## config.mk

```make
export PLATFORM = sky130hd
export DESIGN_NAME = id_exe_pipe_reg
export DESIGN_NICKNAME = d
export VERILOG_FILES = /design/src/rtl/id_exe_pipe_reg.sv
export SDC_FILE = /design/constraint.sdc
export NUM_CORES = 1
export LEC_CHECK = 0
export CAP_MARGIN = 20
export CORE_MARGIN = 5
export CORE_UTILIZATION = 35
export DETAILED_ROUTE_END_ITERATION = 6
export PLACE_DENSITY = 0.73
export SLEW_MARGIN = 25
export SYNTH_ARGS = -nofsm -noshare
export SYNTH_HDL_FRONTEND = slang
export SYNTH_SLANG_ARGS = --single-unit
```

## constraint.sdc

```tcl
create_clock -name clk -period 1.6 [get_ports clk]
set_clock_uncertainty 0.1 [all_clocks]
set_input_delay 0.32 -clock clk [delete_from_list [all_inputs] [get_ports clk]]
set_output_delay 0.32 -clock clk [all_outputs]
set_load 0.02 [all_outputs]
```

## src/rtl/id_exe_pipe_reg.sv

```systemverilog
// ID/EXE pipeline register: captures decoded control and operands for EXE, with hold,
// flush and bubble handling plus a saturating counter of inserted bubbles.
module id_exe_pipe_reg #(
  parameter int unsigned DATA_W = 32,
  parameter int unsigned CNT_W  = 16
) (
  input  logic              clk,
  input  logic              rst_n,
  input  logic              hold,
  input  logic              flush,
  input  logic              bubble,
  input  logic              valid_in,
  input  logic              WB_EN_in,
  input  logic              MEM_R_EN_in,
  input  logic              MEM_W_EN_in,
  input  logic              B_in,
  input  logic              S_in,
  input  logic [3:0]        EXE_CMD_in,
  input  logic [DATA_W-1:0] PC_in,
  input  logic [DATA_W-1:0] Val_Rn_in,
  input  logic [DATA_W-1:0] Val_Rm_in,
  input  logic              Imm_in,
  input  logic [11:0]       Shift_operand_in,
  input  logic [23:0]       Signed_imm_24_in,
  input  logic [3:0]        Dest_in,
  input  logic [3:0]        Src1_in,
  input  logic [3:0]        Src2_in,
  input  logic [3:0]        SR_in,
  output logic              valid_out,
  output logic              WB_EN_out,
  output logic              MEM_R_EN_out,
  output logic              MEM_W_EN_out,
  output logic              B_out,
  output logic              S_out,
  output logic [3:0]        EXE_CMD_out,
  output logic [DATA_W-1:0] PC_out,
  output logic [DATA_W-1:0] Val_Rn_out,
  output logic [DATA_W-1:0] Val_Rm_out,
  output logic              Imm_out,
  output logic [11:0]       Shift_operand_out,
  output logic [23:0]       Signed_imm_24_out,
  output logic [3:0]        Dest_out,
  output logic [3:0]        Src1_out,
  output logic [3:0]        Src2_out,
  output logic [3:0]        SR_out,
  output logic              Val2_Src_out,
  output logic [CNT_W-1:0]  bubble_cnt
);

  typedef struct packed {
    logic              valid;
    logic              wb_en;
    logic              mem_r_en;
    logic              mem_w_en;
    logic              b;
    logic              s;
    logic [3:0]        exe_cmd;
    logic [DATA_W-1:0] pc;
    logic [DATA_W-1:0] val_rn;
    logic [DATA_W-1:0] val_rm;
    logic              imm;
    logic [11:0]       shift_operand;
    logic [23:0]       signed_imm_24;
    logic [3:0]        dest;
    logic [3:0]        src1;
    logic [3:0]        src2;
    logic [3:0]        sr;
    logic              val2_src;
  } pipe_t;

  pipe_t            pipe_in, pipe_d, pipe_q;
  logic [CNT_W-1:0] cnt_d, cnt_q;
  logic             squash;

  assign squash = flush | bubble;

  always_comb begin
    pipe_in               = '0;
    pipe_in.valid         = valid_in;
    pipe_in.wb_en         = WB_EN_in;
    pipe_in.mem_r_en      = MEM_R_EN_in;
    pipe_in.mem_w_en      = MEM_W_EN_in;
    pipe_in.b             = B_in;
    pipe_in.s             = S_in;
    pipe_in.exe_cmd       = EXE_CMD_in;
    pipe_in.pc            = PC_in;
    pipe_in.val_rn        = Val_Rn_in;
    pipe_in.val_rm        = Val_Rm_in;
    pipe_in.imm           = Imm_in;
    pipe_in.shift_operand = Shift_operand_in;
    pipe_in.signed_imm_24 = Signed_imm_24_in;
    pipe_in.dest          = Dest_in;
    pipe_in.src1          = Src1_in;
    pipe_in.src2          = Src2_in;
    pipe_in.sr            = SR_in;
    // Loads and stores take the memory-offset path in Val2 generation.
    pipe_in.val2_src      = MEM_R_EN_in | MEM_W_EN_in;
  end

  always_comb begin
    pipe_d = pipe_q;
    cnt_d  = cnt_q;
    if (!hold) begin
      pipe_d = squash ? '0 : pipe_in;
      if (squash && (cnt_q != {CNT_W{1'b1}})) begin
        cnt_d = cnt_q + CNT_W'(1);
      end
    end
  end

  always_ff @(posedge clk or negedge rst_n) begin
    if (!rst_n) begin
      pipe_q <= '0;
      cnt_q  <= '0;
    end else begin
      pipe_q <= pipe_d;
      cnt_q  <= cnt_d;
    end
  end

  assign valid_out         = pipe_q.valid;
  assign WB_EN_out         = pipe_q.wb_en;
  assign MEM_R_EN_out      = pipe_q.mem_r_en;
  assign MEM_W_EN_out      = pipe_q.mem_w_en;
  assign B_out             = pipe_q.b;
  assign S_out             = pipe_q.s;
  assign EXE_CMD_out       = pipe_q.exe_cmd;
  assign PC_out            = pipe_q.pc;
  assign Val_Rn_out        = pipe_q.val_rn;
  assign Val_Rm_out        = pipe_q.val_rm;
  assign Imm_out           = pipe_q.imm;
  assign Shift_operand_out = pipe_q.shift_operand;
  assign Signed_imm_24_out = pipe_q.signed_imm_24;
  assign Dest_out          = pipe_q.dest;
  assign Src1_out          = pipe_q.src1;
  assign Src2_out          = pipe_q.src2;
  assign SR_out            = pipe_q.sr;
  assign Val2_Src_out      = pipe_q.val2_src;
  assign bubble_cnt        = cnt_q;

endmodule
```

-- After elaboration in Yosys (flattened, before gate mapping)
Cells that the tools add are included.
- bitwise operators: 3
- eq/ne operators: 1
- divide/modulo/power cells: 0
- shift-type cells: 0
- $add $sub $neg: 1
- reduce and logical (&&, ||, !) cells: 2
- magnitude comparators: 0
- multipliers: 0
- mux-type cells: 1
- operators with widths (kind ; count):
    $mux 160 ; 1
    $add 16x1->16 const B ; 1
    $ne 16x16->1 const B ; 1
    $or 1x1->1 ; 2
    $reduce_and 2->1 ; 1
    $logic_and 1x1->1 ; 1
    $not 1->1 ; 1
- output and inout port bits: 176
- bits in latches: 0
- memories: 0
- logic and storage cells: 27
- bits of input ports: 164
- flip-flop bits (word level): 176
- RAM bits: 0
- memory bits (read-only): 0

-- Longest topological paths before layout
Gate-level depths: netlist (run 1).
- depth after elaboration: 3
- mapped depth: 6
- depth with buffers taken out: 5

-- Least setup slack after synthesis (run 1)
No wires, ideal clock.
- path type: register to register
- from: register cnt_q[0] (netlist: bubble_cnt[0])
- to: register cnt_q[12] (netlist: bubble_cnt[12])
- period minus slack after synthesis: 1833 ps
- buffers on the path: 0
- arrival time: 1653 ps
- stages on the path, launching flop included: 6
- path slack: -233 ps
- library setup time: 80 ps
- data required time: 1420 ps
- path through: dfrtp_1 ha_1 inv_1 or4_4 nor3_2 xor2_1
- word-level cells in the longest chain between the ends: 3
- elaborated cells on any way between the ends: 4
- those cells by class: add/sub (1); eq/ne (1); reduce/logical (2)
- RTL lines (item ; line ; text):
    from (decl) ; 72 ; logic [CNT_W-1:0] cnt_d, cnt_q;
    from (signal assigned) ; 117 ; cnt_q <= cnt_d;
    branches (longest 3 deep; another with $add 16x1->16) ; - ;
Several ways; the timed one is not identified.
A chain may end at the register's enable or synchronous reset.

-- Worst setup path in the final report (run 1)
- from: register cnt_q[11] (netlist: bubble_cnt[11])
- to: register cnt_q[15] (netlist: bubble_cnt[15])
The elaborated chain is that of the path after synthesis.

==> tab_implementation.tex, run 1 <==
\begin{tabular}{lr}
\hline
Metric & Value \\
\hline
\multicolumn{2}{l}{\textbf{Synthesis}} \\
Number of warnings printed during yosys synthesis & 0 \\
Dominant register cell in the synthesized netlist & sky130\_fd\_sc\_hd\_\_dfrtp\_1 \\
Post-synthesis net count & roughly 930 \\
Sequential-to-total area share from yosys stat & 62.5\% \\
Average cell area after synthesis & 9.18 um\^{}2 \\
Post-synthesis instance area & about 0.0070 mm\^{}2 \\
Number of distinct library cell variants in the gate-level netlist after synthesis & 26 \\
Gate count after technology mapping & $\sim$770 \\
Number of synthesized register bits & 176 \\
Number of flops mapped to enable cells by yosys & 0 \\
Async set or reset register ratio after synthesis & between 90\% and 100\% \\
\multicolumn{2}{l}{\textbf{CTS}} \\
\# clock sinks & 176 \\
Number of levels the H-tree was split into & 4 \\
Root buffer selected by CTS & sky130\_fd\_sc\_hd\_\_clkbuf\_16 \\
Clock slew at the register clock pins of the worst setup and hold paths & approximately 70 ps \\
Buffer levels on the longest clock path & 2 \\
Number of buffers inserted during clock tree synthesis & 17 \\
Clk\_lat worst skew & between 400 and 500 ps \\
TritonCTS clock tree & yes \\
\multicolumn{2}{l}{\textbf{Timing}} \\
Maximum frequency from static timing analysis & slightly above 0.6 GHz \\
Sum of negative setup slack & -389 ps \\
Unrepaired setup endpoints after global routing & yes \\
Max-slew headroom & 58.8\% \\
Minimum hold slack & between 150 and 200 ps \\
Least-Margin Pin Slew & 618 ps \\
Final setup violation count & 15 \\
Final min period & around 1600 ps \\
Period utilization & 103\% \\
Fin worst setup slack & -41.8 ps \\
Hold violation total from the final report & 0 \\
Final slew viol count & 0 \\
\multicolumn{2}{l}{\textbf{Power}} \\
Clock share of power & 35.9\% \\
Net switching power of the design & $\sim$0.0035 W \\
Ratio of total power to cell area & around 1000 mW/mm\^{}2 \\
Leakage power & between 5 and 6 nW \\
Internal power component & between 0.008 and 0.009 W \\
Comb power frac & a little over a fifth \\
Sequential cell fraction of total power & 42.9\% \\
Design Power & 0.0117 W \\
Net switching fraction of the power & around 30\% \\
VDD IR max & approximately 0.00064 V \\
\multicolumn{2}{l}{\textbf{Finish}} \\
Most common library cell in the layout ignoring fill and taps & sky130\_fd\_sc\_hd\_\_nand2\_1 \\
Diode count & 0 \\
Share of cells above drive strength 1 & 12.1\% \\
Area Overhead vs Synth & 64.4\% \\
Post-route insts no fill & about 1400 \\
Most used cells in the layout excluding fill and tap cells & 322 x sky130\_fd\_sc\_hd\_\_nand2\_1, 163 x sky130\_fd\_sc\_hd\_\_dfrtp\_1, 161 x sky130\_fd\_sc\_hd\_\_clkdlybuf4s50\_1 \\
Number of nets in the layout & about 1300 \\
\multicolumn{2}{l}{\textbf{Detailed routing}} \\
Wire per inst & roughly 16 um \\
Mean number of vias per cell & 4.63 \\
TritonRoute pass-1 iters & 5 \\
DR vias & approximately 6500 \\
Antenna-violating nets left & 0 \\
Remaining DRCs & 0 \\
Detailed-route wire length & approximately 23000 um \\
Initial DRC count & 418 \\
\multicolumn{2}{l}{\textbf{Worst setup path}} \\
Largest delay contributor family on the critical path & simple AND/OR/NAND/NOR gates \\
Slack of the worst reg-to-reg path & -40 ps \\
Source of the worst register-to-register timing path & bubble\_cnt[11]\$\_DFFE\_PN0P\_ \\
Buffer and inverter count on the worst path & 1 \\
Maximum fanout encountered on the critical timing path & 5 \\
Type of the worst setup path & reg -> reg \\
Arrival time worst endpoint & 1840 ps \\
Worst stage delay on the critical path & 430 ps \\
Type of destination of the critical path & flip-flop \\
Nature of the critical path startpoint & flip-flop \\
Data required time at the worst endpoint & approximately 1800 ps \\
Cell-by-cell trace of the critical path & nand4\_1 -> nor4\_4 -> buf\_6 -> nor4b\_4 -> xor2\_1 \\
Logic depth of the worst setup path including buffers & 5 \\
Destination of the worst register-to-register timing path & bubble\_cnt[15]\$\_DFFE\_PN0P\_ \\
Depth of the worst register-to-register path & 5 \\
Critical-path top delay cell & sky130\_fd\_sc\_hd\_\_nor4\_4 \\
\multicolumn{2}{l}{\textbf{Global route}} \\
Wire length of the first global-routing pass & 36100 um \\
Initial antenna violation count & 0 \\
Total routing usage reported by global routing & between 10\% and 20\% \\
Number of global-route vias before repair & $\sim$6500 \\
Maximum number of pins on one net before global-route repair & around 170 \\
Grt total ovfl & 0 \\
\multicolumn{2}{l}{\textbf{Floorplanning}} \\
Floorplan die area & approximately 0.023 mm\^{}2 \\
Total I/O pin count & 340 \\
Row Count & 52 \\
Die boundary width & between 150 and 200 um \\
Core Region & between 0.02 and 0.025 mm\^{}2 \\
Initial Util & 35.2\% \\
Vertical die dimension & 152 um \\
\multicolumn{2}{l}{\textbf{Flow run}} \\
Max-cap viol count & 0 \\
\multicolumn{2}{l}{\textbf{Min path}} \\
Worst Hold End & Signed\_imm\_24\_out[1]\$\_DFFE\_PN0N\_ \\
Hold wc startpoint & hold \\
Type of the most critical hold path & in -> reg \\
Worst Hold Depth & 4 \\
\multicolumn{2}{l}{\textbf{Outcome}} \\
Failing checks & setup timing \\
Outcome & finished, violations left \\
\multicolumn{2}{l}{\textbf{Place}} \\
Post-Place Setup Slack & -394 ps \\
Placed insts & about 1400 \\
Routability congestion estimate & 0.826 \\
Detail Placement HPWL & approximately 16000 um \\
Count of buffers inserted at the top-level ports & $\sim$340 \\
\hline
\end{tabular}
## how the worst max path moves through the flow
stage | slack [ps] | from | endpoint
final | -40 | bubble_cnt[11]$_DFFE_PN0P_ | bubble_cnt[15]$_DFFE_PN0P_
after floorplan | -40 | bubble_cnt[11]$_DFFE_PN0P_ | bubble_cnt[7]$_DFFE_PN0P_
after global routing | -150 | bubble_cnt[11]$_DFFE_PN0P_ | bubble_cnt[15]$_DFFE_PN0P_
after global placement | -330 | bubble | bubble_cnt[12]$_DFFE_PN0P_
after CTS | -60 | bubble_cnt[1]$_DFFE_PN0P_ | bubble_cnt[12]$_DFFE_PN0P_
after detailed placement | -390 | bubble | PC_out[23]$_DFFE_PN0N_
## kinds of logic after synthesis
logic type,share of synthesized area [%]
AOI/OAI and AO/OA,11.8
xor gates and xnor gates,1.74
adders and majority gates,0.177
buffers and inverters,3.14
DFF,62.5
muxes,0.160
and+or+nand+nor,20.5
## worst register-to-register path: stages, from the launching register on
cell and delay [ps]:
sky130_fd_sc_hd__dfrtp_2 400, sky130_fd_sc_hd__nand4_1 180, sky130_fd_sc_hd__nor4_4 430, sky130_fd_sc_hd__buf_6 220
sky130_fd_sc_hd__nor4b_4 60, sky130_fd_sc_hd__xor2_1 140
## registers in the layout (all words and copies together) (netlist names), 4 cells and up
signal,cells
SR_out,4
Val_Rn_out,32
Val_Rm_out,32
Shift_operand_out,12
PC_out,32
Src1_out,4
Src2_out,4
Dest_out,4
Signed_imm_24_out,24
bubble_cnt,16
EXE_CMD_out,4
## routing by layer
metal | wire length [um] | global-route usage, %
met1 | 9110 | 23.4
met2 | 11300 | 32.4
met3 | 1520 | 5.94
met4 | 568 | 6.81
met5 | 0 | 0
## power groups by stage
stage | clock network [W] | logic, W | registers [W]
3_5_place_dp | 0 | 0.00262 | 0.00510
4_1_cts | 0.00432 | 0.00244 | 0.00501
6_report | 0.00420 | 0.00249 | 0.00502
2_1_floorplan | 0 | 0.000507 | 0.00556
3_3_place_gp | 0 | 0.00258 | 0.00509
5_1_grt | 0.00453 | 0.00269 | 0.00507
## per-stage QoR
step / utilization [%] / area (um^2)
finish: 57.8 / 11600
global route: 57.8 / 11600
CTS: 57.4 / 11500
floorplan: - / 7080
detailed placement: 55.0 / 11000
global placement: 55.0 / 11000
## area by class of cell
cell class                 count  area, um^2
clock inverter                14         160
fill                        1835        8460
inverter                       1        3.75
timing repair buffer         386        3670
sequential                   176        4420
multi-input combinational    536        2560
tap                          270         338
clock buffer                  18         429
## cell usage after synthesis (3+ instances only)
cell type,number,share of area (%)
sky130_fd_sc_hd__xor2_1,14,1.7
sky130_fd_sc_hd__nor3_1,6,0.43
sky130_fd_sc_hd__nor2_1,3,0.16
sky130_fd_sc_hd__nor4_1,3,0.27
sky130_fd_sc_hd__clkbuf_1,46,2.4
sky130_fd_sc_hd__buf_2,3,0.21
sky130_fd_sc_hd__dfrtp_1,176,62
sky130_fd_sc_hd__nand2_1,322,17
sky130_fd_sc_hd__nand4_1,7,0.62
sky130_fd_sc_hd__o21ai_0,163,12
sky130_fd_sc_hd__buf_1,5,0.27
sky130_fd_sc_hd__nand3_1,4,0.28
## what timing repair did
item                                    CTS  global route
resized for setup                       248            77
hold buffers                              1             0
pin swaps                                 5             9
gates cloned                              1             0
buffers inserted                          2             1
endpoints found under the setup margin  189            77
endpoints found under the hold margin    35             0
Power figures use the tool's default switching activity.
==> inputs of run 2 (changes only) <==
--- a/config.mk
+++ b/config.mk
@@ -9,7 +9,7 @@
 export CORE_MARGIN = 5
 export CORE_UTILIZATION = 35
 export DETAILED_ROUTE_END_ITERATION = 6
-export PLACE_DENSITY = 0.73
+export PLACE_DENSITY = 0.71
 export SLEW_MARGIN = 25
 export SYNTH_ARGS = -nofsm -noshare
 export SYNTH_HDL_FRONTEND = slang
==> run 2 against run 1 <==
Effect of this change: setup slack got worse by 120 ps; clock power rose by 6.2%; critical path depth is 1 higher; largest power group unchanged; critical endpoint is now bubble_cnt[1]$_DFFE_PN0P_; first-iteration DRC count down 23%; largest cell class unchanged; routed wire length is 1.9% higher; the flow still finishes with violations (setup timing); critical path type unchanged; highest routed layer unchanged.
==> tab_implementation.tex, run 2 (synthesis results as in run 1) <==
\begin{tabular}{lr}
\hline
Metric & Value \\
\hline
\multicolumn{2}{l}{\textbf{CTS}} \\
Root buffer selected by CTS & sky130\_fd\_sc\_hd\_\_clkbuf\_16 (unchanged) \\
Clock slew at the register clock pins of the worst setup and hold paths & 70 ps (about the same) \\
TritonCTS clock tree & yes (unchanged) \\
Buffer levels on the longest clock path & 2 (unchanged) \\
Number of levels the H-tree was split into & 4 (unchanged) \\
Number of buffers inserted during clock tree synthesis & 17 (unchanged) \\
\# clock sinks & 176 (unchanged) \\
Clk\_lat worst skew & 420 ps (about the same) \\
\multicolumn{2}{l}{\textbf{Outcome}} \\
Outcome & finished, violations left (unchanged) \\
Failing checks & setup timing (unchanged) \\
\multicolumn{2}{l}{\textbf{Floorplanning}} \\
Core Region & 0.0200 mm\^{}2 (unchanged) \\
Row Count & 52 (unchanged) \\
Total I/O pin count & 340 (unchanged) \\
Vertical die dimension & 152 um (unchanged) \\
Floorplan die area & 0.0231 mm\^{}2 (unchanged) \\
Initial Util & 35.2\% (unchanged) \\
Die boundary width & 152 um (unchanged) \\
\multicolumn{2}{l}{\textbf{Timing}} \\
Final setup violation count & 16 (was 15) \\
Unrepaired setup endpoints after global routing & yes (unchanged) \\
Fin worst setup slack & -158 ps (was -41.8 ps) \\
Maximum frequency from static timing analysis & 0.569 GHz (was 0.609 GHz) \\
Max-slew headroom & 60.4\% (was 58.8\%) \\
Hold violation total from the final report & 0 (unchanged) \\
Period utilization & 110\% (was 103\%) \\
Final slew viol count & 0 (unchanged) \\
Least-Margin Pin Slew & 593 ps (was 618 ps) \\
Final min period & 1760 ps (was 1640 ps) \\
\multicolumn{2}{l}{\textbf{Detailed routing}} \\
Mean number of vias per cell & 4.59 (was 4.63) \\
Antenna-violating nets left & 0 (unchanged) \\
Initial DRC count & 322 (was 418) \\
Detailed-route wire length & 23000 um (was 22500 um) \\
DR vias & 6494 (was 6493) \\
Remaining DRCs & 0 (unchanged) \\
TritonRoute pass-1 iters & 5 (unchanged) \\
Wire per inst & 16.2 um (was 16.1 um) \\
\multicolumn{2}{l}{\textbf{Place}} \\
Count of buffers inserted at the top-level ports & 339 (unchanged) \\
Detail Placement HPWL & 16600 um (was 16400 um) \\
Routability congestion estimate & 0.849 (was 0.826) \\
\multicolumn{2}{l}{\textbf{Worst setup path}} \\
Maximum fanout encountered on the critical timing path & 4 (was 5) \\
Depth of the worst register-to-register path & 6 (was 5) \\
Nature of the critical path startpoint & flip-flop (unchanged) \\
Data required time at the worst endpoint & 1810 ps (was 1790 ps) \\
Type of the worst setup path & reg -> reg (unchanged) \\
Type of destination of the critical path & flip-flop (unchanged) \\
Arrival time worst endpoint & 1970 ps (was 1840 ps) \\
\multicolumn{2}{l}{\textbf{Power}} \\
Leakage power & 5.48 nW (was 5.43 nW) \\
Ratio of total power to cell area & 1020 mW/mm\^{}2 (was 1010 mW/mm\^{}2) \\
VDD IR max & 0.000685 V (was 0.000642 V) \\
Design Power & 0.0120 W (was 0.0117 W) \\
\multicolumn{2}{l}{\textbf{Finish}} \\
Number of nets in the layout & 1296 (was 1283) \\
Most common library cell in the layout ignoring fill and taps & sky130\_fd\_sc\_hd\_\_nand2\_1 (unchanged) \\
Fillers & 1808 (was 1835) \\
Area Overhead vs Synth & 66.8\% (was 64.4\%) \\
Most used cells in the layout excluding fill and tap cells & 322 x sky130\_fd\_sc\_hd\_\_nand2\_1, 164 x sky130\_fd\_sc\_hd\_\_dfrtp\_1, 161 x sky130\_fd\_sc\_hd\_\_clkdlybuf4s50\_1 (was 322 x sky130\_fd\_sc\_hd\_\_nand2\_1, 163 x sky130\_fd\_sc\_hd\_\_dfrtp\_1, 161 x sky130\_fd\_sc\_hd\_\_clkdlybuf4s50\_1) \\
Final cell utilization of the core & 58.7\% (was 57.8\%) \\
Share of cells above drive strength 1 & 13.1\% (was 12.1\%) \\
Diode count & 0 (unchanged) \\
\multicolumn{2}{l}{\textbf{Global route}} \\
Number of global-route vias before repair & 6571 (was 6519) \\
Grt total ovfl & 0 (unchanged) \\
Wire length of the first global-routing pass & 36600 um (was 36100 um) \\
Maximum number of pins on one net before global-route repair & 155 (was 166) \\
Initial antenna violation count & 0 (unchanged) \\
Total routing usage reported by global routing & 19.7\% (was 19.2\%) \\
\multicolumn{2}{l}{\textbf{Min path}} \\
Type of the most critical hold path & in -> async (was in -> reg) \\
\multicolumn{2}{l}{\textbf{Flow run}} \\
Max-cap viol count & 0 (unchanged) \\
\hline
\end{tabular}
-- run 2: cell count changes in the layout (fill, tap and decap cells not counted), sizes merged --
cell / previous run / this run
clkinvlp: 1 / 2
dlygate4sd2: 104 / 95
bufinv: 1 / 3
inv: 10 / 8
clkbuf: 28 / 24
clkdlybuf4s15: 52 / 60
clkinv: 3 / 2
buf: 58 / 76
-- run 2: worst paths after layout --
kind,from,to,slack [ps]
worst max-delay path,bubble_cnt[1]$_DFFE_PN0P_,bubble_cnt[1]$_DFFE_PN0P_,-160
worst min-delay path,rst_n,Val_Rm_out[31]$_DFFE_PN0N_,240
worst max register to register,bubble_cnt[1]$_DFFE_PN0P_,bubble_cnt[1]$_DFFE_PN0P_,-160
worst min register to register,Val_Rm_out[11]$_DFFE_PN0N_,Val_Rm_out[11]$_DFFE_PN0N_,370
max in group asynchronous,rst_n,Val_Rm_out[0]$_DFFE_PN0N_,580
min in group clk,hold,bubble_cnt[10]$_DFFE_PN0P_,260
-- run 2: metal layers --
| layer | routed length (um) | GRT usage [%] | vias up |
|---|---|---|---|
| met1 | 9410 | 24.1 | 3013 |
| met3 | 1290 | 4.98 | 46 |
| li1 | - | - | 3220 |
| met5 | 0 | 0 | - |
| met4 | 818 | 8.26 | 0 |
| met2 | 11400 | 33.2 | 215 |
-- run 2: area by class of cell --
class / count / area [um^2] / share of cell area [%]
Clock inverter: 14 / 196 / 1.67
Timing Repair Buffer: 399 / 3810 / 32.4
Sequential cell: 176 / 4420 / 37.6
Multi-Input combinational cell: 536 / 2550 / 21.7
Tap cell: 270 / 338 / 2.87
Inverter: 1 / 6.26 / 0.0532
Clock buffer: 18 / 439 / 3.74
-- run 2: power by group --
group          switching [W]  internal, W  leakage, nW
Sequential          0.000187      0.00479         2.34
Combinational        0.00140      0.00121         2.83
Clock                0.00189      0.00257        0.305
Total                0.00348      0.00857         5.48
-- run 2: critical path, cell delays in order, from the launching register on --
cell,delay [ps]
sky130_fd_sc_hd__dfrtp_2,390
sky130_fd_sc_hd__ha_4,140
sky130_fd_sc_hd__nand4_1,140
sky130_fd_sc_hd__nor4_4,370
sky130_fd_sc_hd__buf_4,200
sky130_fd_sc_hd__nor2_4,40
sky130_fd_sc_hd__mux2_2,260
-- run 2: timing repair --
action | CTS | global route
buffers inserted | 7 | 2
hold buffers | 1 | 0
resized for setup | 250 | 87
setup endpoints to repair | 192 | 91
cloned | 0 | 0
pin swaps | 12 | 3
hold endpoints to repair | 78 | 0
-- run 2: stage by stage --
stage | hold WS [ps] | cell area [um^2] | setup TNS, ps | std cells | setup WS [ps]
global placement | 116 | 11100 | -51270 | 1372 | -602
global route | 256 | 11800 | -2550 | 1414 | -209
finish | 240 | 11800 | -1450 | 1414 | -158
floorplan | -75.6 | 7080 | -353 | 768 | -43.4
CTS | 220 | 11600 | -829 | 1412 | -106
detailed placement | 118 | 11100 | -52220 | 1372 | -419
